**src/rtl/button_arb_pkg.sv**
```systemverilog
// rtl/button_arb_pkg.sv - shared types, defaults and round-robin selector for button_event_arbiter
package button_arb_pkg;

    typedef enum logic [0:0] {
        S_IDLE  = 1'b0,
        S_OFFER = 1'b1
    } state_t;

    localparam int unsigned N_BTN_DEFAULT           = 4;
    localparam int unsigned DEBOUNCE_CYCLES_DEFAULT = 16;
    localparam int unsigned MAX_BTN                 = 16;

    // First set bit of pend searching upward from last+1, wrapping at n.
    function automatic int unsigned rr_next(
        input logic [MAX_BTN-1:0] pend,
        input int unsigned        last,
        input int unsigned        n
    );
        int unsigned sel;
        int unsigned idx;
        logic        found;
        sel   = 0;
        found = 1'b0;
        for (int unsigned k = 1; k <= MAX_BTN; k++) begin
            idx = (last + k) % n;
            if (!found && (k <= n) && pend[idx[3:0]]) begin
                sel   = idx;
                found = 1'b1;
            end
        end
        return sel;
    endfunction

endpackage

```
**src/rtl/btn_edge_sync.sv**
```systemverilog
// rtl/btn_edge_sync.sv - per-button synchronizer, optional debounce (BUTTON_ARB_DEBOUNCE_EN), rising-edge press
module btn_edge_sync
    import button_arb_pkg::*;
#(
    parameter int unsigned DEBOUNCE_CYCLES = DEBOUNCE_CYCLES_DEFAULT
) (
    input  logic clk,
    input  logic resetn,
    input  logic btn,
    output logic press
);

    logic sync_q1;
    logic sync_q2;
    logic level;
    logic level_q;

    always_ff @(posedge clk) begin
        if (!resetn) begin
            sync_q1 <= 1'b0;
            sync_q2 <= 1'b0;
        end else begin
            sync_q1 <= btn;
            sync_q2 <= sync_q1;
        end
    end

`ifdef BUTTON_ARB_DEBOUNCE_EN
    localparam int unsigned CW = $clog2(DEBOUNCE_CYCLES + 1);

    logic [CW-1:0] db_cnt;
    logic          db_level;

    // The debounced level follows only after DEBOUNCE_CYCLES consecutive disagreeing samples.
    always_ff @(posedge clk) begin
        if (!resetn) begin
            db_cnt   <= '0;
            db_level <= 1'b0;
        end else if (sync_q2 != db_level) begin
            if (db_cnt == CW'(DEBOUNCE_CYCLES - 1)) begin
                db_level <= sync_q2;
                db_cnt   <= '0;
            end else begin
                db_cnt <= db_cnt + CW'(1);
            end
        end else begin
            db_cnt <= '0;
        end
    end

    assign level = db_level;
`else
    if (DEBOUNCE_CYCLES == 0) begin : g_debounce_len_ignored
    end

    assign level = sync_q2;
`endif

    always_ff @(posedge clk) begin
        if (!resetn) begin
            level_q <= 1'b0;
        end else begin
            level_q <= level;
        end
    end

    assign press = level & ~level_q;

endmodule

```
**src/rtl/button_event_arbiter.sv**
```systemverilog
// rtl/button_event_arbiter.sv - latches button presses and offers them round-robin over valid/ready (debounce via BUTTON_ARB_DEBOUNCE_EN)
module button_event_arbiter
    import button_arb_pkg::*;
#(
    parameter  int unsigned N_BTN           = N_BTN_DEFAULT,
    parameter  int unsigned DEBOUNCE_CYCLES = DEBOUNCE_CYCLES_DEFAULT,
    localparam int unsigned IDW             = $clog2(N_BTN)
) (
    input  logic             Clk,
    input  logic             ResetN,
    input  logic [N_BTN-1:0] Btn,
    output logic             EvValid,
    input  logic             EvReady,
    output logic [IDW-1:0]   EvId,
    output logic [N_BTN-1:0] Pending,
    output logic [N_BTN-1:0] Overrun,
    input  logic [N_BTN-1:0] ClrOverrun
);

    state_t           state;
    state_t           state_next;
    logic             load_id;
    logic             grant_done;
    logic [IDW-1:0]   last_grant;
    logic [N_BTN-1:0] press;
    logic [N_BTN-1:0] accept_vec;

    for (genvar i = 0; i < N_BTN; i++) begin : g_btn
        btn_edge_sync #(
            .DEBOUNCE_CYCLES(DEBOUNCE_CYCLES)
        ) u_sync (
            .clk   (Clk),
            .resetn(ResetN),
            .btn   (Btn[i]),
            .press (press[i])
        );
    end

    always_comb begin
        state_next = state;
        load_id    = 1'b0;
        grant_done = 1'b0;
        case (state)
            S_IDLE: begin
                if (|Pending) begin
                    state_next = S_OFFER;
                    load_id    = 1'b1;
                end
            end
            S_OFFER: begin
                if (EvReady) begin
                    state_next = S_IDLE;
                    grant_done = 1'b1;
                end
            end
            default: state_next = S_IDLE;
        endcase
    end

    always_comb begin
        accept_vec = '0;
        if (grant_done) begin
            accept_vec[EvId] = 1'b1;
        end
    end

    // A press landing on the accept cycle re-arms Pending instead of counting as an overrun.
    always_ff @(posedge Clk) begin
        if (!ResetN) begin
            state      <= S_IDLE;
            EvId       <= '0;
            last_grant <= IDW'(N_BTN - 1);
            Pending    <= '0;
            Overrun    <= '0;
        end else begin
            state <= state_next;
            if (load_id) begin
                EvId <= IDW'(rr_next(MAX_BTN'(Pending), 32'(last_grant), N_BTN));
            end
            if (grant_done) begin
                last_grant <= EvId;
            end
            Pending <= (Pending & ~accept_vec) | press;
            Overrun <= (Overrun & ~ClrOverrun) | (press & Pending & ~accept_vec);
        end
    end

    assign EvValid = (state == S_OFFER);

endmodule

```
**config.mk**
```make
export PLATFORM = sky130hd
export DESIGN_NAME = button_event_arbiter
export DESIGN_NICKNAME = d
export VERILOG_FILES = /design/src/rtl/button_arb_pkg.sv /design/src/rtl/btn_edge_sync.sv /design/src/rtl/button_event_arbiter.sv
export SDC_FILE = /design/constraint.sdc
export NUM_CORES = 1
export LEC_CHECK = 0
export CELL_PAD_IN_SITES_DETAIL_PLACEMENT = 0
export CELL_PAD_IN_SITES_GLOBAL_PLACEMENT = 1
export CORE_ASPECT_RATIO = 1.2
export CORE_MARGIN = 2
export CORE_UTILIZATION = 41
export CTS_BUF_LIST = sky130_fd_sc_hd__clkbuf_4
export CTS_CLUSTER_SIZE = 16
export DETAILED_ROUTE_END_ITERATION = 7
export GPL_ROUTABILITY_DRIVEN = 0
export PLACE_DENSITY_LB_ADDON = 0.12
export SKIP_CTS_REPAIR_TIMING = 1
export SLEW_MARGIN = 10
export SYNTH_ARGS = -nofsm -noshare
export SYNTH_HDL_FRONTEND = slang
export SYNTH_SLANG_ARGS = --single-unit
export TNS_END_PERCENT = 100
```
**constraint.sdc**
```tcl
create_clock -name Clk -period 2.4 [get_ports Clk]
set_clock_uncertainty 0.1 [all_clocks]
set_input_delay 0.36 -clock Clk [delete_from_list [all_inputs] [get_ports Clk]]
set_output_delay 0.36 -clock Clk [all_outputs]
set_load 0.01 [all_outputs]
```
==> impl_metrics.ini, run 1 <==
[pwr]
power_density_nw_per_um2 = 627
leakagePower_nw = 0.464
peakVddDrop_v = 0.000380

[final_layout]
layout-drive-gt1-share = 0.0763
diodes = 0
area_growth_pct = 27.3
final_nets = 130
final_area_um2 = 1220

[sta]
slew_headroom = 0.503
worst_pin_slew_ns = 0.743
hold_ws_ns = 0.358
finalMaxSlewViolations = 0
setup_violations = 0
rsz0062_at_grt = false
fin_ws_ns = 0.517
finalHoldViolations = 0
post-route-period-util = 0.785
max_freq_mhz = 531
fin_crit_ns = 1.88
setup_tns_ns = 0

[global_route]
grt_busiest_layer = met2
grt_max_degree = 26
grt_use_met3 = 0.0190
met1_usage = 0.196
grt_usage = 0.144
gr-usage-met2 = 0.224
grt_pass1_vias = 687
grt-ovfl-total = 0
grt_pass1_wl_mm = 2.95
antenna_found_initial = 0

[die]
die_x_um = 48.2
coreArea_um2 = 2260
rows = 19
dieHeight_um = 57.0
start_util = 0.425
die_area_um2 = 2750
num_io_pins = 22

[route]
routed_via_density = 4.90
drt_wl_total_mm = 1.76
antenna_left = 0
wl_per_cell_um = 11.8
first_iter_violations = 9
vias = 730
drc = 0
first_pass_iters = 4

[logic_synthesis]
yosysSeqAreaShare = 0.521
yosysUniqueCellTypes = 26
ys_top_cells_by_area = dfxtp_1 52%, and2_1 10%, nand2b_1 5.2%
synth_xor_area_frac = 0
yosysWarningCount = 0
postSynthCellCount = 97
synth-compound-area-share = 0.190
yosysTopAreaCell = dfxtp_1
synth_adder_area_share = 0
synthMuxAreaShare = 0.0208
synthesis.nets = 108
syn_area_um2 = 961
yosys.area_share.simple = 0.232
synth_top_family_by_area = simple AND/OR/NAND/NOR gates
ys_ff_latch = 25
syn_area_per_cell_um2 = 9.91
synth_top_area_share = 0.521

[worst_setup_path]
endpoint_kind = primary output
startpoint_type = flop
crit_slowest_cell = clkdlybuf4s50_1
crit_chain = clkdlybuf4s50_1
path_buf_inv = 1
crit_type = reg -> out
path_delay_family = buffers and inverters
arrival_ns = 1.42
required_ns = 1.94
cpPeakStageDelay_ns = 0.60
path_max_fanout = 10

[job]
drv_cap = 0

[clocking]
cts_buffers = 3
clk_pin_slew_ns = 0.12
cts_htree_levels = 1
clock_sink_count = 25
clk_latency_ns = 0.30
cts_root_buf = clkbuf_4
cts_tree = built
cts_buffer_depth = 2

[placement]
dp_hpwl_mm = 1.22
placed_area_um2 = 1190
port-buffer-count = 21
dpl_worst_slack_ns = 0.604

[hold_path]
hold_path_class = reg -> reg

[status]
status = completed
-- cell families after synthesis --
logic type | count (synthesis)
simple gates | 35
compound gates | 26
flops | 25
buf+inv | 9
mux | 2
-- layer usage --
metal	routed length (um)	up-vias
met1	848	336
met5	0	-
met4	16	0
li1	-	374
met3	81	2
met2	811	18
-- final timing paths --
kind                                start  slack [ns]  cells after the start                     to
setup / recovery               Pending[3]        0.52                      1             Pending[3]
hold / removal    g_btn[1].u_sync.sync_q1        0.36                      1  g_btn[1].u_sync.level
setup reg to reg               Pending[0]        0.91                      4                EvId[1]
hold reg to reg   g_btn[1].u_sync.sync_q1        0.36                      1  g_btn[1].u_sync.level
-- metrics by stage --
stage	utilization	cells	power, mW
CTS	0.542	149	0.778
finish	0.542	149	0.767
detailed placement	0.529	145	0.587
global route	0.542	149	0.811
global placement	0.529	145	0.586
floorplan	-	97	0.534
-- where the power goes --
group          switching [mW]  total (mW)  internal [mW]
combinational          0.0428       0.111         0.0678
sequential             0.0300       0.467          0.437
clock                   0.113       0.189         0.0761
total                   0.186       0.767          0.581
-- synth_stat cells (all sizes together) --
cell type   n
nor3b       1
dfxtp      25
and2       16
o31ai       2
nor2        1
a21boi      5
clkbuf      3
a21oi       3
a31oi       1
o22ai       4
o221ai      1
nand3b      2
or4         1
o211a       1
a2bb2oi     1
inv         5
nor2b       1
mux2i       2
nand2       3
nand3       2
o21ai       6
o211ai      2
buf         1
nand2b      8
-- layout make-up --
cell class,instances,area [um2]
fillers,226,1030
flip-flops and latches,25,500
multi-input cells,63,425
repair buffers,21,210
well taps,31,38.8
clock buffers,4,30.0
inverters,5,18.8
-- cell usage in the layout, fill, tap and decap left out --
cell             netlist  routed
a21boi_0               5       5
a21oi_1                2       2
a21oi_2                1       1
a2bb2oi_1              1       1
a31oi_1                1       1
and2_1                16      16
clkbuf_4               0       4
clkdlybuf4s50_1        0      21
dfxtp_1               25      25
inv_1                  5       5
mux2i_1                2       2
nand2_1                3       3
nand2b_1               8       8
nand3_1                2       2
nand3b_1               2       2
nor2_1                 1       1
nor2b_4                1       1
nor3b_1                1       1
o211a_1                1       1
o211ai_1               2       2
o21ai_0                4       4
o21ai_2                2       2
o221ai_1               1       1
o22ai_1                4       4
o31ai_1                2       2
or4_4                  1       1
-- sequential cells by signal (all words and copies together), names as in the netlist --
register              count
Overrun                   4
Pending                   4
g_btn.u_sync.level        4
g_btn.u_sync.level_q      4
g_btn.u_sync.sync_q1      4
EvId                      2
last_grant                2
EvValid                   1
(Power assumes the default switching activity.)
==> run 2, diff against run 1 <==
--- a/config.mk
+++ b/config.mk
@@ -9,7 +9,7 @@
 export CELL_PAD_IN_SITES_GLOBAL_PLACEMENT = 1
 export CORE_ASPECT_RATIO = 1.2
 export CORE_MARGIN = 2
-export CORE_UTILIZATION = 41
+export CORE_UTILIZATION = 38
 export CTS_BUF_LIST = sky130_fd_sc_hd__clkbuf_4
 export CTS_CLUSTER_SIZE = 16
 export DETAILED_ROUTE_END_ITERATION = 7
==> constraint.sdc (replaced) <==
create_clock -name Clk -period 1.8 [get_ports Clk]
set_clock_uncertainty 0.1 [all_clocks]
set_input_delay 0.27 -clock Clk [delete_from_list [all_inputs] [get_ports Clk]]
set_output_delay 0.27 -clock Clk [all_outputs]
set_load 0.01 [all_outputs]
==> run 2 against run 1 <==
Count of clock-buffer cells in the layout fell by 1. First-iteration DRC count unchanged. Setup slack got worse by 0.43 ns. Sequential cell count unchanged. Worst hold slack worse by 0.0093 ns. Final cell count is 1.3% higher. Register-to-register slack got worse by 0.55 ns. Sequential share of layout area down 0.20 points. Total power is 33% higher. Sequential power grew 33%. Largest power group unchanged.
==> impl_metrics.ini, run 2 (synthesis gave the netlist of run 1 again) <==
[status]
status = completed

[worst_setup_path]
arrival_ns = 1.35
endpoint_kind = primary output
required_ns = 1.43
startpoint = EvId[0]
cp.depth = 1
reg2reg_from = Pending[0]
path_max_fanout = 5
path_buf_inv = 1
startpoint_type = flop
path_delay_family = buffers and inverters
crit_slowest_cell = clkdlybuf4s50_1
crit_type = reg -> out
worst_r2r_path_depth = 4
cpPeakStageDelay_ns = 0.57
crit_chain = clkdlybuf4s50_1

[die]
num_io_pins = 22
dieHeight_um = 59.1
rows = 19
die_x_um = 49.9
die_area_um2 = 2950
coreArea_um2 = 2350
start_util = 0.408

[final_layout]
fillers = 236
final_common_cell = clkdlybuf4s50_1
final_nets = 132
final_cell_mix = 21 x clkdlybuf4s50_1, 20 x dfxtp_1, 16 x and2_1, 8 x nand2b_1
final_core_util = 0.529
final_cells = 151
area_growth_pct = 29.6
diodes = 0
final_area_um2 = 1240
layout-drive-gt1-share = 0.133

[pwr]
leakagePower_nw = 0.470
peakVddDrop_v = 0.000624
power_density_nw_per_um2 = 821

[route]
first_pass_iters = 4
antenna_left = 0
first_iter_violations = 9
routed_via_density = 4.84
vias = 731
drt_wl_total_mm = 1.73
wl_per_cell_um = 11.5
drc = 0

[placement]
dp_hpwl_mm = 1.24
placed_area_um2 = 1210
port-buffer-count = 21
dp.cells = 147

[clocking]
cts_root_buf = clkbuf_4
clk_pin_slew_ns = 0.14
clock_sink_count = 25
clk_latency_ns = 0.31
cts_buffers = 3
cts_htree_levels = 1
cts_buffer_depth = 2
cts_tree = built

[global_route]
grt_pass1_vias = 673
grt_usage = 0.132
antenna_found_initial = 0
grt-ovfl-total = 0
grt_max_degree = 26
grt_pass1_wl_mm = 3.02

[sta]
post-route-period-util = 0.953
slew_headroom = 0.782
rsz0062_at_grt = false
max_freq_mhz = 583
setup_violations = 0
worst_pin_slew_ns = 0.327
fin_crit_ns = 1.72
finalHoldViolations = 0
hold_ws_ns = 0.349
finalMaxSlewViolations = 0

[job]
drv_cap = 0

[hold_path]
holdPathStages = 1
hp-start = g_btn[1].u_sync.sync_q1
hold_path_class = reg -> reg
run 2: per-layer routing:
metal / wire [um] / vias up / global-route usage
met3: 57 / 2 / 0.0152
met1: 843 / 336 / 0.176
met4: 16 / 0 / 0.0595
met2: 813 / 14 / 0.215
met5: 0 / - / 0
li1: - / 379 / -
run 2: final cells by class:
type	count	area, um2	area share
Sequential cell	25	507	0.407
Multi-Input combinational cell	63	425	0.342
Timing Repair Buffer	23	225	0.181
Tap cell	31	38.8	0.0312
Clock buffer	3	22.5	0.0181
Inverter	5	18.8	0.0151
Clock inverter	1	7.51	0.00603
run 2: metrics by stage:
stage               setup TNS, ns  power (mW)  worst slack, ns
floorplan                       0       0.712            0.375
global route                    0        1.08          0.00488
global placement                0       0.784            0.139
CTS                       -0.0181        1.03          -0.0150
finish                          0        1.02           0.0842
detailed placement              0       0.787            0.101
run 2: final timing paths:
| path | to | slack (ns) |
|---|---|---|
| worst min register to register | g_btn[1].u_sync.level | 0.35 |
| worst max-delay path | EvId[0] | 0.08 |
| worst max register to register | EvId[1] | 0.36 |
| worst min-delay path | g_btn[1].u_sync.level | 0.35 |
run 2: power breakdown:
group	switching [mW]	internal [mW]
clock network	0.163	0.0847
logic	0.0583	0.0939
registers	0.0382	0.585
==> run 3, diff against run 2 <==
--- a/config.mk
+++ b/config.mk
@@ -5,11 +5,11 @@
 export SDC_FILE = /design/constraint.sdc
 export NUM_CORES = 1
 export LEC_CHECK = 0
-export CELL_PAD_IN_SITES_DETAIL_PLACEMENT = 0
-export CELL_PAD_IN_SITES_GLOBAL_PLACEMENT = 1
+export CELL_PAD_IN_SITES_DETAIL_PLACEMENT = 1
+export CELL_PAD_IN_SITES_GLOBAL_PLACEMENT = 2
 export CORE_ASPECT_RATIO = 1.2
 export CORE_MARGIN = 2
-export CORE_UTILIZATION = 38
+export CORE_UTILIZATION = 31
 export CTS_BUF_LIST = sky130_fd_sc_hd__clkbuf_4
 export CTS_CLUSTER_SIZE = 16
 export DETAILED_ROUTE_END_ITERATION = 7
==> run 3 against run 2 <==
Largest cell class unchanged. Largest power group unchanged. Maximum frequency decreased by 0.36%. Clock power increased by 4%. Design area increased by 0.40%. Final cell count increased by 3.3%.
==> impl_metrics.ini, run 3 (synthesis gave the netlist of run 1 again) <==
[status]
status = completed

[route]
wl_per_cell_um = 12.5
vias = 756
drc = 0
first_pass_iters = 4
drt_wl_total_mm = 1.95
antenna_left = 0
routed_via_density = 4.85
first_iter_violations = 5

[clocking]
cts_root_buf = clkbuf_4
cts_tree = built
clk_latency_ns = 0.31
clk_pin_slew_ns = 0.13
clock_sink_count = 25
cts_buffers = 3
cts_buffer_depth = 2
cts_htree_levels = 1

[worst_setup_path]
path_delay_family = buffers and inverters
path_buf_inv = 1
endpoint_kind = primary output
cpPeakStageDelay_ns = 0.58
crit_type = reg -> out
crit_chain = clkdlybuf4s50_1
path_max_fanout = 5
ff2ff_setup_slack_ns = 0.35
required_ns = 1.43
startpoint_type = flop
arrival_ns = 1.35
crit_slowest_cell = clkdlybuf4s50_1

[sta]
slew_headroom = 0.795
worst_pin_slew_ns = 0.305
hold_ws_ns = 0.352
max_freq_mhz = 581
finalMaxSlewViolations = 0
finalHoldViolations = 0
setup_violations = 0
setup_tns_ns = 0
fin_crit_ns = 1.72
post-route-period-util = 0.957
rsz0062_at_grt = false

[global_route]
grt-ovfl-total = 0
grt_pass1_wl_mm = 3.53
grt_max_degree = 26
grt_usage = 0.135
antenna_found_initial = 0
grt_pass1_vias = 791

[placement]
placed_area_um2 = 1210
dp.cells = 152
dp_hpwl_mm = 1.45
port-buffer-count = 21

[final_layout]
final_cells = 156
final_cell_mix = 21 x dfxtp_1, 21 x clkdlybuf4s50_1, 16 x and2_1, 8 x nand2b_1
final_area_um2 = 1250
final_nets = 132
area_growth_pct = 30.1
layout-drive-gt1-share = 0.125
diodes = 0

[pwr]
total_power_mw = 1.03
peakVddDrop_v = 0.000406
power_density_nw_per_um2 = 828
leakagePower_nw = 0.475

[die]
die_x_um = 54.8
coreArea_um2 = 3000
num_io_pins = 22
die_area_um2 = 3560
dieHeight_um = 65.0
start_util = 0.320
rows = 22

[job]
drv_cap = 0

[hold_path]
hold_path_class = reg -> reg
run 3: final cells by class:
| type | instances | area (um2) |
|---|---|---|
| Fill cell | 347 | 1750 |
| Multi-Input combinational cell | 63 | 425 |
| Clock buffer | 4 | 30.0 |
| Tap cell | 36 | 45.0 |
| Inverter | 5 | 18.8 |
| Sequential cell | 25 | 505 |
| Timing Repair Buffer | 23 | 225 |
run 3: path summary, 6_finish.rpt:
| path | startpoint | end | depth (start not counted) |
|---|---|---|---|
| setup / recovery | EvValid | EvValid | 1 |
| hold / removal | g_btn[2].u_sync.sync_q1 | g_btn[2].u_sync.level | 1 |
| setup reg to reg | Pending[0] | EvId[1] | 4 |
| hold reg to reg | g_btn[2].u_sync.sync_q1 | g_btn[2].u_sync.level | 1 |
run 3: metal layers:
metal / wire, um / vias to the layer above / global-route usage
met5: 0 / - / 0
met4: 29 / 0 / 0.0563
met3: 119 / 4 / 0.0300
met2: 908 / 20 / 0.225
met1: 894 / 352 / 0.159
li1: - / 380 / -
run 3: power by group:
group,switching (mW),internal (mW)
Sequential,0.0388,0.584
Combinational,0.0605,0.0939
Clock,0.156,0.102
run 3: per-stage QoR:
step                utilization  setup WS, ns
finish                    0.417        0.0780
global route              0.417        0.0135
CTS                       0.415       -0.0184
detailed placement        0.405         0.144
global placement          0.405         0.127
floorplan                     -         0.375
